### config.mk
export PLATFORM = sky130hd
export DESIGN_NAME = sig_filter_flat
export DESIGN_NICKNAME = d
export VERILOG_FILES = /design/src/rtl/sig_filter_pkg.sv /design/src/rtl/sig_filter_if.sv /design/src/rtl/sig_sync2.sv /design/src/rtl/sig_filter.sv /design/src/flat_wrapper.sv
export SDC_FILE = /design/constraint.sdc
export NUM_CORES = 1
export LEC_CHECK = 0
export CAP_MARGIN = 15
export CORE_AREA = 2 2 39 41
export DETAILED_ROUTE_END_ITERATION = 10
export DIE_AREA = 0 0 41 43
export PLACE_DENSITY = 0.36
export REMOVE_ABC_BUFFERS = 1
export SLEW_MARGIN = 20
export SYNTH_ARGS = -nofsm -noshare
export SYNTH_HDL_FRONTEND = slang
export SYNTH_SLANG_ARGS = --single-unit
export TNS_END_PERCENT = 10
### constraint.sdc
create_clock -name clock -period 1.95 [get_ports clock]
set_input_delay 0.39 -clock clock [delete_from_list [all_inputs] [get_ports clock]]
set_output_delay 0.39 -clock clock [all_outputs]
set_load 0.05 [all_outputs]
### src/rtl/sig_filter_pkg.sv
// Shared constants for the sig_filter glitch filter and its optional input synchronizer.
package sig_filter_pkg;
    localparam int SIG_FILTER_DEPTH_DEF   = 4;
    localparam int SIG_FILTER_DEPTH_MAX   = 32;
    localparam int SIG_FILTER_SYNC_STAGES = 2;
endpackage

### src/rtl/sig_filter_if.sv
// Raw and filtered signal pair between the filter and its surroundings.
// The filter samples sig_in every clock and drives a registered sig_out; there is no handshake.
interface sig_filter_if;
    logic sig_in;
    logic sig_out;

    modport master (output sig_in, input sig_out);
    modport slave  (input sig_in, output sig_out);
endinterface

### src/rtl/sig_sync2.sv
// Two-flop synchronizer with both stages cleared to 0 by an asynchronous reset.
module sig_sync2
    import sig_filter_pkg::*;
(
    input  logic clock,
    input  logic reset,
    input  logic d,
    output logic q
);

    logic [SIG_FILTER_SYNC_STAGES-1:0] ff;

    always_ff @(posedge clock or posedge reset) begin
        if (reset) begin
            ff <= '0;
        end else begin
            ff <= {ff[SIG_FILTER_SYNC_STAGES-2:0], d};
        end
    end

    assign q = ff[SIG_FILTER_SYNC_STAGES-1];

endmodule

### src/rtl/sig_filter.sv
// Single-bit glitch filter with hysteresis: sig_out follows sig_in only after DEPTH equal samples.
// Define SIG_FILTER_SYNC_EN to pass sig_in through a 2-flop synchronizer first.
module sig_filter
    import sig_filter_pkg::*;
#(
    parameter int DEPTH = SIG_FILTER_DEPTH_DEF
) (
    input  logic         clock,
    input  logic         reset,
    sig_filter_if.slave  flt
);

    if (DEPTH < 2 || DEPTH > SIG_FILTER_DEPTH_MAX) begin : g_bad_depth
        $error("sig_filter: DEPTH %0d outside 2..%0d", DEPTH, SIG_FILTER_DEPTH_MAX);
    end

    logic             s;
    logic [DEPTH-1:0] sr;
    logic             out_q;

`ifdef SIG_FILTER_SYNC_EN
    sig_sync2 u_sync (
        .clock (clock),
        .reset (reset),
        .d     (flt.sig_in),
        .q     (s)
    );
`else
    assign s = flt.sig_in;
`endif

    // Decision looks at sr before this edge's shift, giving DEPTH+1 edges of latency.
    always_ff @(posedge clock or posedge reset) begin
        if (reset) begin
            sr    <= '0;
            out_q <= 1'b0;
        end else begin
            sr <= {sr[DEPTH-2:0], s};
            if (&sr) begin
                out_q <= 1'b1;
            end else if (~|sr) begin
                out_q <= 1'b0;
            end
        end
    end

    assign flt.sig_out = out_q;

endmodule

### src/flat_wrapper.sv
// flat-port wrapper written by rule: the top's interface ports become plain ports
module sig_filter_flat import sig_filter_pkg::*;
#(
    parameter int DEPTH = SIG_FILTER_DEPTH_DEF
)
  (clock, reset, flt_sig_in, flt_sig_out);
  sig_filter_if flt_i ();
  input  logic clock;
  input  logic reset;
  input wire logic [$bits(flt_i.sig_in)-1:0] flt_sig_in;
  output wire logic [$bits(flt_i.sig_out)-1:0] flt_sig_out;
  assign flt_i.sig_in = flt_sig_in;
  assign flt_sig_out = flt_i.sig_out;
  sig_filter #(.DEPTH(DEPTH)) u_core (.clock(clock), .reset(reset), .flt(flt_i));
endmodule
==> results_dict.tcl <==
set metrics [dict create \
    ys_top_cells_by_count "dfrtp_1, inv_1, nand2_1, nand4_1, o41ai_2" \
    stdcell_count 32 \
    path_delay_family "buffers and inverters" \
    r2r_cells 2 \
    muxShareOfSynthArea_pct 0 \
    met1_usage_pct 4.276 \
    synth_compound_area_share_pct 10.48 \
    crit_path_max_fanout 2 \
    grtUsageMet3_pct 3.141 \
    fin_crit_ns 1.785 \
    ys_seq_elements 5 \
    ys_top_cells_by_area "dfrtp_1, o41ai_2, nand4_1" \
    crit_slowest_cell "clkdlybuf4s50_1" \
    gr-max-usage-layer "met4" \
    synth_area_um2 155.1 \
    numPortBuffers 3 \
    drt_iter0_drc 2 \
    drive_gt1_share_pct 25.00 \
    synth_top_family_by_area "compound AO/OA/AOI/OAI gates" \
    drcViolationCount 0 \
    cts_tree "yes" \
    firstDrtPassIters 2 \
    cts_sinks 5 \
    finClkSkew_ns 0.00009848 \
    post_cts_buffers 0 \
    area_growth_pct 49.19 \
    final_antenna_net_count 0 \
    r2r_start "u_core.sr[1]" \
    maxCapViolCount 0 \
    finalCritPeriodShare_pct 91.53 \
    clock.fmax_mhz 560.3 \
    ys_warn_count 0 \
    final.setup.tns_ns 0 \
    dp_cells 28 \
    finalSetupViolations 0 \
    synth.most_common_cell "dfrtp_1" \
    final_max_slew_viol_count 0 \
    timing.critical_path.from "u_core.flt.sig_out" \
    irDropWorstVdd_uv 314.2 \
    synthCells 9 \
    hold_buffers 0 \
    path_cells "clkdlybuf4s50_1" \
    clockBufferDepth 2 \
    synth_cell_types 5 \
    core_um2 1384 \
    dieArea_um2 1763 \
    numCtsBuffers 3 \
    leakagePower_nw 0.09976 \
    p_per_area_nw_per_um2 1168 \
    wirelength_um 247 \
    tightestPinTransition_ns 0.4848 \
    fin_area_um2 231.5 \
    syn_avg_cell_area_um2 17.24 \
    cts-root-buf "clkbuf_4" \
    grt_max_degree 6 \
    synth_top_area_cell "dfrtp_1" \
    r2r_slack_ns 1.01 \
    cp_data_arrival_time_ns 1.39 \
    reg2reg_to "u_core.flt.sig_out" \
    hold_violations 0 \
    routedWlPerCell_um 7.719 \
    vias 96 \
    ys_seq_area_share_pct 80.65 \
    cp-end-kind "primary output" \
    crit_path_start_kind "register" \
    run_status "complete, no violations" \
    synth-async-reset-ratio_pct 100.0 \
    placed_area_um2 205.2 \
    ctsResizeCount 0 \
    path_class "register to primary output" \
    hp-class "primary input to asynchronous set/reset pin" \
    grt_pass1_vias 103 \
    path_buf_inv 1 \
    synth-simple-area-share_pct 6.452 \
    cp.depth 1 \
    synth_top_area_share_pct 80.65 \
    via_per_inst 3.000 \
    synthFlopType "dfrtp_1" \
    grt_pass1_wl_um 400 \
    grt_use_met2_pct 4.063 \
    nets 20 \
    hold_slack_ns 0.3460 \
    cp-endpoint "flt_sig_out" \
    path_clk_slew_ns 0.04 \
    synthAdderAreaFrac_pct 0 \
    globalRoute.totalOverflow 0 \
    rsz0062_at_grt "no" \
    clock_latency_ns 0.23 \
    antennaDiodeCount 0 \
    htree_levels 1 \
    antenna_found_initial 0 \
    globalplace.congestion 0.5685 \
    die_width_um 41 \
    num_rows 14 \
    slew_headroom_pct 67.58 \
    critPathMaxStageDelay_ns 0.80 \
    grt_usage_pct 4.146 \
    synthXorXnorAreaFrac_pct 0 \
    worst_ep_required_time_ns 1.56 \
    synth_edf_count 0 \
    ios 4 \
    die_y_um 43 \
    start_util_pct 11.21 \
]
cell usage in the layout, fill, tap and decap left out:
| master | n |
|---|---|
| nand2_1 | 1 |
| clkbuf_4 | 3 |
| dfrtp_1 | 5 |
| o41ai_2 | 1 |
| inv_1 | 1 |
| clkdlybuf4s50_1 | 3 |
| nand4_1 | 1 |
| clkbuf_1 | 1 |
layout make-up:
cell class              count  area [um2]
well taps                  16       20.02
fillers                   145        1152
repair buffers              3       30.03
multi-input cells           3       26.28
inverters                   1       3.754
flip-flops and latches      5       125.1
clock buffers               4       26.28
per-layer routing:
metal / vias to the layer above / part of all wire, %
met1: 46 / 44
li1: 46 / -
met5: - / 0
met3: 0 / 8.9
met4: 0 / 0
met2: 4 / 47
worst min-delay path by stage:
stage	endpoint	slack, ns	cells past startpoint
after global placement	u_core.sr[3]	0.40	0
after CTS	u_core.sr[1]	0.34	2
after floorplan	u_core.flt.sig_out	0.17	1
final	u_core.sr[0]	0.35	2
after global routing	u_core.sr[3]	0.36	2
after detailed placement	u_core.sr[2]	0.43	0
through the flow:
| stage | total power, mW | util, % | worst slack, ns |
|---|---|---|---|
| 2_1_floorplan | 0.1415 | - | 0.9476 |
| 3_3_place_gp | 0.1549 | 14.83 | 0.4167 |
| 3_5_place_dp | 0.1567 | 14.83 | 0.4047 |
| 4_1_cts | 0.2781 | 16.73 | 0.1420 |
| 5_1_grt | 0.2887 | 16.73 | 0.1087 |
| 6_report | 0.2703 | 16.73 | 0.1651 |
flip-flops by register name (all words and copies together) (netlist names):
| name | flops |
|---|---|
| u_core.flt.sig_out | 1 |
| u_core.sr | 4 |
cell families after synthesis:
group,count (synthesis)
flops,5
simple gates,2
compound gates,1
buf+inv,1
where the power goes:
| part | internal [mW] | switching [mW] | total [mW] |
|---|---|---|---|
| combinational | 0.0146 | 0.0202 | 0.0348 |
| sequential | 0.113 | 0.00678 | 0.119 |
| clock | 0.0771 | 0.0391 | 0.116 |
(Power assumes the default switching activity.)
